===== src/rtl/bcd_counter_chain_pkg.sv =====
// counter_pkg: shared BCD digit type and limits for bcd_counter_chain.
package counter_pkg;
    typedef logic [3:0] bcd_t;
    localparam bcd_t BCD_MAX    = 4'd9;
    localparam bcd_t BCD_MIN    = 4'd0;
    localparam int   MAX_DIGITS = 8;
endpackage


===== src/rtl/bcd_counter_chain_if.sv =====
// bcd_counter_chain_if: control and count bus; dir exists only with COUNTER_DOWN_EN.
interface bcd_counter_chain_if #(parameter int DIGITS = 4);
    logic                enabled;
    logic                clear;
`ifdef COUNTER_DOWN_EN
    logic                dir;
`endif
    logic [4*DIGITS-1:0] digits;
    logic                step;
    logic                overflow;
`ifdef COUNTER_DOWN_EN
    modport master(output enabled, clear, dir, input digits, step, overflow);
    modport slave(input enabled, clear, dir, output digits, step, overflow);
`else
    modport master(output enabled, clear, input digits, step, overflow);
    modport slave(input enabled, clear, output digits, step, overflow);
`endif
endinterface


===== src/rtl/bcd_counter_chain_digit.sv =====
// bcd_digit: one modulo-10 BCD digit register with up/down step and wrap flag.
module bcd_digit
    import counter_pkg::*;
(
    input  logic clk,
    input  logic rst_n,
    input  logic i_step,
    input  logic i_dir,
    input  logic i_clear,
    output bcd_t o_value,
    output logic o_wrap
);
    bcd_t r_value;
    bcd_t w_next;
    // Out-of-range values 10..15 recover to the direction's restart value.
    always_comb begin
        w_next = i_dir ? ((r_value == BCD_MIN || r_value > BCD_MAX) ? BCD_MAX : r_value - 4'd1)
                       : ((r_value >= BCD_MAX) ? BCD_MIN : r_value + 4'd1);
        o_wrap = r_value == (i_dir ? BCD_MIN : BCD_MAX);
    end
    always_ff @(posedge clk or negedge rst_n) begin
        if (!rst_n)       r_value <= BCD_MIN;
        else if (i_clear) r_value <= BCD_MIN;
        else if (i_step)  r_value <= w_next;
    end
    assign o_value = r_value;
endmodule


===== src/rtl/bcd_counter_chain.sv =====
// bcd_counter_chain: prescaler feeding a cascade of DIGITS BCD digits with step/overflow pulses.
// Define COUNTER_DOWN_EN to add the dir input and down counting.
module bcd_counter_chain
    import counter_pkg::*;
#(
    parameter int PRESCALE = 500000,
    parameter int DIGITS   = 4
) (
    input logic clk,
    input logic rst_n,
    bcd_counter_chain_if.slave bus
);
    localparam int PW = (PRESCALE > 1) ? $clog2(PRESCALE) : 1;
    logic [PW-1:0]       r_pre;
    logic                r_step;
    logic                r_overflow;
    logic                w_adv;
    logic                w_dir;
    logic [DIGITS:0]     w_carry;
    logic [DIGITS-1:0]   w_wrap;
    logic [4*DIGITS-1:0] w_digits;
`ifdef COUNTER_DOWN_EN
    assign w_dir = bus.dir;
`else
    assign w_dir = 1'b0;
`endif
    assign w_adv      = bus.enabled && (r_pre == PW'(PRESCALE - 1));
    assign w_carry[0] = w_adv;
    // The carry out of the top digit is the whole-chain wrap.
    for (genvar g = 0; g < DIGITS; g++) begin : g_digit
        bcd_digit u_digit (
            .clk     (clk),
            .rst_n   (rst_n),
            .i_step  (w_carry[g]),
            .i_dir   (w_dir),
            .i_clear (bus.clear),
            .o_value (w_digits[4*g +: 4]),
            .o_wrap  (w_wrap[g])
        );
        assign w_carry[g+1] = w_carry[g] & w_wrap[g];
    end
    always_ff @(posedge clk or negedge rst_n) begin
        if (!rst_n) begin
            r_pre      <= '0;
            r_step     <= 1'b0;
            r_overflow <= 1'b0;
        end else if (bus.clear) begin
            r_pre      <= '0;
            r_step     <= 1'b0;
            r_overflow <= 1'b0;
        end else begin
            r_step     <= w_adv;
            r_overflow <= w_carry[DIGITS];
            if (bus.enabled) r_pre <= w_adv ? '0 : r_pre + 1'b1;
        end
    end
    assign bus.digits   = w_digits;
    assign bus.step     = r_step;
    assign bus.overflow = r_overflow;
endmodule

===== src/flat_wrapper.sv =====
// flat-port wrapper written by rule: the top's interface ports become plain ports
module bcd_counter_chain_flat import counter_pkg::*;
#(
    parameter int PRESCALE = 500000,
    parameter int DIGITS   = 4
)
  (clk, rst_n, bus_enabled, bus_clear, bus_digits, bus_step, bus_overflow);
  bcd_counter_chain_if #(.DIGITS(DIGITS)) bus_i ();
  input logic clk;
  input logic rst_n;
  input wire logic [$bits(bus_i.enabled)-1:0] bus_enabled;
  input wire logic [$bits(bus_i.clear)-1:0] bus_clear;
  output wire logic [$bits(bus_i.digits)-1:0] bus_digits;
  output wire logic [$bits(bus_i.step)-1:0] bus_step;
  output wire logic [$bits(bus_i.overflow)-1:0] bus_overflow;
  assign bus_i.enabled = bus_enabled;
  assign bus_i.clear = bus_clear;
  assign bus_digits = bus_i.digits;
  assign bus_step = bus_i.step;
  assign bus_overflow = bus_i.overflow;
  bcd_counter_chain #(.PRESCALE(PRESCALE), .DIGITS(DIGITS)) u_core (.clk(clk), .rst_n(rst_n), .bus(bus_i));
endmodule

===== config.mk =====
export PLATFORM = sky130hd
export DESIGN_NAME = bcd_counter_chain_flat
export DESIGN_NICKNAME = d
export VERILOG_FILES = /design/src/rtl/bcd_counter_chain_pkg.sv /design/src/rtl/bcd_counter_chain_if.sv /design/src/rtl/bcd_counter_chain_digit.sv /design/src/rtl/bcd_counter_chain.sv /design/src/flat_wrapper.sv
export SDC_FILE = /design/constraint.sdc
export NUM_CORES = 1
export LEC_CHECK = 0
export CORE_MARGIN = 10
export CORE_UTILIZATION = 40
export DETAILED_ROUTE_END_ITERATION = 7
export PLACE_DENSITY = 0.64
export SLEW_MARGIN = 5
export SYNTH_ARGS = -nofsm -noshare
export SYNTH_HDL_FRONTEND = slang
export SYNTH_SLANG_ARGS = --single-unit

===== constraint.sdc =====
create_clock -name clk -period 3.8 [get_ports clk]
set_input_delay 0.38 -clock clk [delete_from_list [all_inputs] [get_ports clk]]
set_output_delay 0.38 -clock clk [all_outputs]
set_load 0.02 [all_outputs]

; ---- Word-level counts from Yosys, hierarchy flattened
; Cells that the tools add are included.
[totals]
reg_bits = 37
wordCells = 48
[classes]
addsub = 5
order_cmp = 4
n_eq_ne = 5
muxes = 17
n_bitwise = 4
reduce_logical = 6
[op_table]
columns = op, count
row1 = 19-bit two-way mux, 3
row2 = 4-bit two-way mux, 12
row3 = 19-bit by 1-bit adder with 19-bit output (second input constant), 1
row4 = 19-bit equality test (second input constant), 1
row5 = 4-bit by 1-bit adder with 4-bit output (second input constant), 4
row6 = 4-bit equality test (second input constant), 4
row7 = 4-bit >= comparator (second input constant), 4
row8 = 2-bit nonzero test, 5
row9 = 1-bit bitwise AND, 4
row10 = 1-bit two-way mux, 2
row11 = 1-bit logical AND, 1

; ---- Depth between registers and ports, before layout
[logic_depth]
depth_word = 7
ltp_mapped = 7
mapped_depth_nobuf = 7

; ---- By module
; From an unflattened synthesis, not the netlist that was laid out.
[hier_totals]
hier_cells = 326
area_unflattened_um2 = 2994.1
[modules_own_cells]
columns = module, n_inst, cells_each, area_per_inst_um2
row1 = bcd_digit, 4, 51, 459.2
row2 = bcd_counter_chain, 1, 122, 1157.4

; ---- Worst setup path before layout
; No wires, ideal clock.
[synth_timing]
path_kind = reg2reg
start = reg u_core.r_pre[11]
end = reg u_core.g_digit[3].u_digit.r_value[2]
setup_time_ns = 0.078
t_arrival_ns = 2.095
required_time_ns = 3.722
path_slack_ns = 1.628
stages_incl_launch_ff = 6
period_less_slack_ns = 2.172
path_cell_list = dfrtp_1 or4b_4 nor4_4 nand4_2 or4b_1 a21oi_1
[synth_via]
elab_chain_cells = 6
[synth_lines]
columns = item, line_no
row1 = "start, declared", bcd_counter_chain.sv:14  ; logic [PW-1:0] r_pre;
row2 = "start signal, assigned", bcd_counter_chain.sv:54  ; if (bus.enabled) r_pre <= w_adv ? '0 : r_pre + 1'b1;
row3 = 19-bit equality test, bcd_counter_chain.sv:27  ; assign w_adv = bus.enabled && (r_pre == PW'(PRESCALE - 1));
row4 = 1-bit logical AND, bcd_counter_chain.sv:27
row5 = 1-bit bitwise AND (3 in a row), bcd_counter_chain.sv:40  ; assign w_carry[g+1] = w_carry[g] & w_wrap[g];
row6 = 2-bit nonzero test (no line), n/a
row7 = "end signal, assigned", bcd_counter_chain_digit.sv:24  ; else if (i_step) r_value <= w_next;
row8 = "end, declared", bcd_counter_chain_digit.sv:13  ; bcd_t r_value;
; Every way passes these cells.
; A chain may end at the register's enable or synchronous reset.

; ---- Worst setup path after layout
[layout_timing]
start = in bus_enabled
end = reg u_core.g_digit[0].u_digit.r_value[3]
[layout_via]
elab_chain_cells = 2
[layout_lines]
columns = item, line_no
row1 = "start, declared", flat_wrapper.sv:11  ; input wire logic [$bits(bus_i.enabled)-1:0] bus_enabled;
row2 = 1-bit logical AND, bcd_counter_chain.sv:27
row3 = 2-bit nonzero test (no line), n/a
row4 = "end signal, assigned", bcd_counter_chain_digit.sv:24
row5 = "end, declared", bcd_counter_chain_digit.sv:13
; Every way passes these cells.

==> results.tsv <==
metric	value	unit
DR pass1 iterations	4	
Worst EP arrival	2750	ps
sequential fraction of the synthesis area	0.421	
Final TNS setup	0	ps
htree depth	2	
GRT overflow	0	
RSZ-0062 raised after global routing	false	
Antenna Nets Post-Route	0	
VDD IR max	0.000146	V
reg2reg end	u_core.g_digit[0].u_digit.o_value[3]	
cts bufs inserted	5	
post-CTS setup buffers	0	
register area	926	sq um
worst r2r src	u_core.r_pre[11]	
vias in the first global route	1731	
status	finished, final reports clean	
global-route wire length before repair	8260	um
Final Max Tran Viols	0	
WL final	4690	um
post-DP HPWL	3300	um
predominant post-synthesis flop cell	dfrtp_1	
Core Area	0.00520	sq mm
Worst R2R Path Depth	5	
Non-Filler Instances	327	
vias per cell	5.37	
site row count	26	
Worst setup EP type	flip-flop	
Clock transition at path regs	70	ps
final setup fails	0	
starting density of the core	0.423	
Synth Instances	234	
most frequent cells in the layout	dfrtp_1 (37), nor2_1 (28), clkdlybuf4s50_1 (20)	
Sink Count	37	
async set or reset register ratio after synthesis	1.00	
Clk Latency, worst-skew pair	290	ps
worst-margin pin slew	851	ps
die height	94.2	um
max-cap violations	0	
Post-layout nets	274	
commonest non-fill, non-tap cell in the layout	dfrtp_1	
drc violations	0	
fmax	394	MHz
n_diodes	0	
DRT iter0 DRCs	113	
routed vias	1756	
chip width	94.2	um
clock root cell	clkbuf_8	
critical path class	input port to flip-flop	
syn nets	251	
Tcrit/Tclk final	0.667	
Yosys reg bits	37	
Avg Inst Size Synth	9.40	sq um
GR Util All Layers	0.114	
WP data required	4010	ps
Pwr per Cell Area	277	mW/mm^2
share of post-route cells with drive strength above 1	0.0817	
CTS max path bufs	2	
global placement routability congestion	0.823	
initial antenna violation count	0	
Die Area	0.00887	sq mm
area grow syn2layout	15.9	%
Synth warnings	0	
Post-synth EDFFs	0	
WL per Instance	14.3	um
crit path time final	2540	ps
Post-CTS Hold Buffers	0	
Netlist Area Pre-Place	0.00220	sq mm
leakage power	1.02	nW
hold slack	196	ps
final hold violations	0	
Critical Path Start Type	input port	
pin count of the biggest net entering global routing	38	
post_cts resized	0	
max_slew headroom	0.433	
Synth cell types	53	
area of the multi-input gates	0.00119	sq mm
Fin Clk Skew	7.01	ps
R2R setup slack	1380	ps
CTS tree	yes	
Top Ports	22	
Min-Delay Path Class	input port to async pin	
IO Port Bufs	21	
# fillers	499	
worst-path fanout max	10	
number of cells after detailed placement	320	
[state kept, by name, indices dropped and copies added, names as in the netlist]
register / cells
u_core.bus.step: 1
u_core.bus.overflow: 1
u_core.r_pre: 19
u_core.g_digit.u_digit.o_value: 16
[cell type report]
cell class	instances	area share
clock buffer	7	0.0339
inverter	11	0.0162
multi-input combinational	180	0.469
sequential	37	0.363
tap	70	0.0344
timing repair buffer	22	0.0835
[worst max-delay path, stage by stage]
cell             delay [ps]
clkdlybuf4s50_1         680
nand4_1                 190
nor4_2                  540
nand2_2                 270
or4_1                   530
a21oi_1                 150
[cells by family after synthesis]
group,Yosys count,synth area share
AND/OR/NAND/NOR,113,0.300
AO/OA/AOI/OAI,39,0.109
flip-flops,37,0.421
buffers and inverters,17,0.0358
XOR/XNOR,13,0.0518
adder cells (fa/ha/maj),13,0.0739
multiplexers,2,0.00910
[power by group]
group	switching [mW]	internal (mW)	leakage, nW
sequential	0.00243	0.395	0.516
clock	0.138	0.144	0.0443
combinational	0.0201	0.00684	0.459
[metal layers]
layer  GRT usage  routed length [um]  up-vias
met5           0                   0        -
met2       0.177                2080       29
li1            -                   -      891
met4      0.0380                  48        0
met1       0.147                2320      831
met3      0.0312                 235        5
[worst max-delay path by stage]
stage | from | endpoint | slack [ps] | cells after the start
after global routing | bus_enabled | u_core.g_digit[1].u_digit.o_value[2] | 1070 | 6
after CTS | bus_enabled | u_core.g_digit[0].u_digit.o_value[3] | 1300 | 6
final | bus_enabled | u_core.g_digit[0].u_digit.o_value[3] | 1260 | 6
after floorplan | u_core.r_pre[11] | u_core.g_digit[3].u_digit.o_value[2] | 1630 | 5
after detailed placement | bus_enabled | u_core.g_digit[0].u_digit.o_value[3] | 980 | 6
after global placement | bus_enabled | u_core.g_digit[1].u_digit.o_value[2] | 1060 | 6
[per-stage QoR]
stage	setup WS, ps	util	total power, mW	cell area (sq um)
finish	1260	0.490	0.707	2550
CTS	1300	0.490	0.715	2550
global route	1070	0.490	0.735	2550
floorplan	1630	-	0.419	2200
global placement	1060	0.473	0.433	2460
detailed placement	980	0.473	0.433	2460
[synthesized netlist by cell type, types with 3 or more instances]
cell type | n | share of area
or3_1 | 3 | 0.0085
inv_1 | 11 | 0.019
o21ai_0 | 7 | 0.016
xnor2_1 | 3 | 0.012
nand4b_1 | 3 | 0.012
dfrtp_1 | 37 | 0.42
a21oi_1 | 18 | 0.041
o31ai_1 | 3 | 0.010
nand4_1 | 11 | 0.031
nor4_1 | 3 | 0.0085
nor2_1 | 28 | 0.048
nand2b_1 | 3 | 0.0085
xor2_1 | 10 | 0.040
ha_1 | 13 | 0.074
nand3_1 | 14 | 0.032
nand2_1 | 18 | 0.031
No activity file was read; power rests on OpenSTA's default activity.
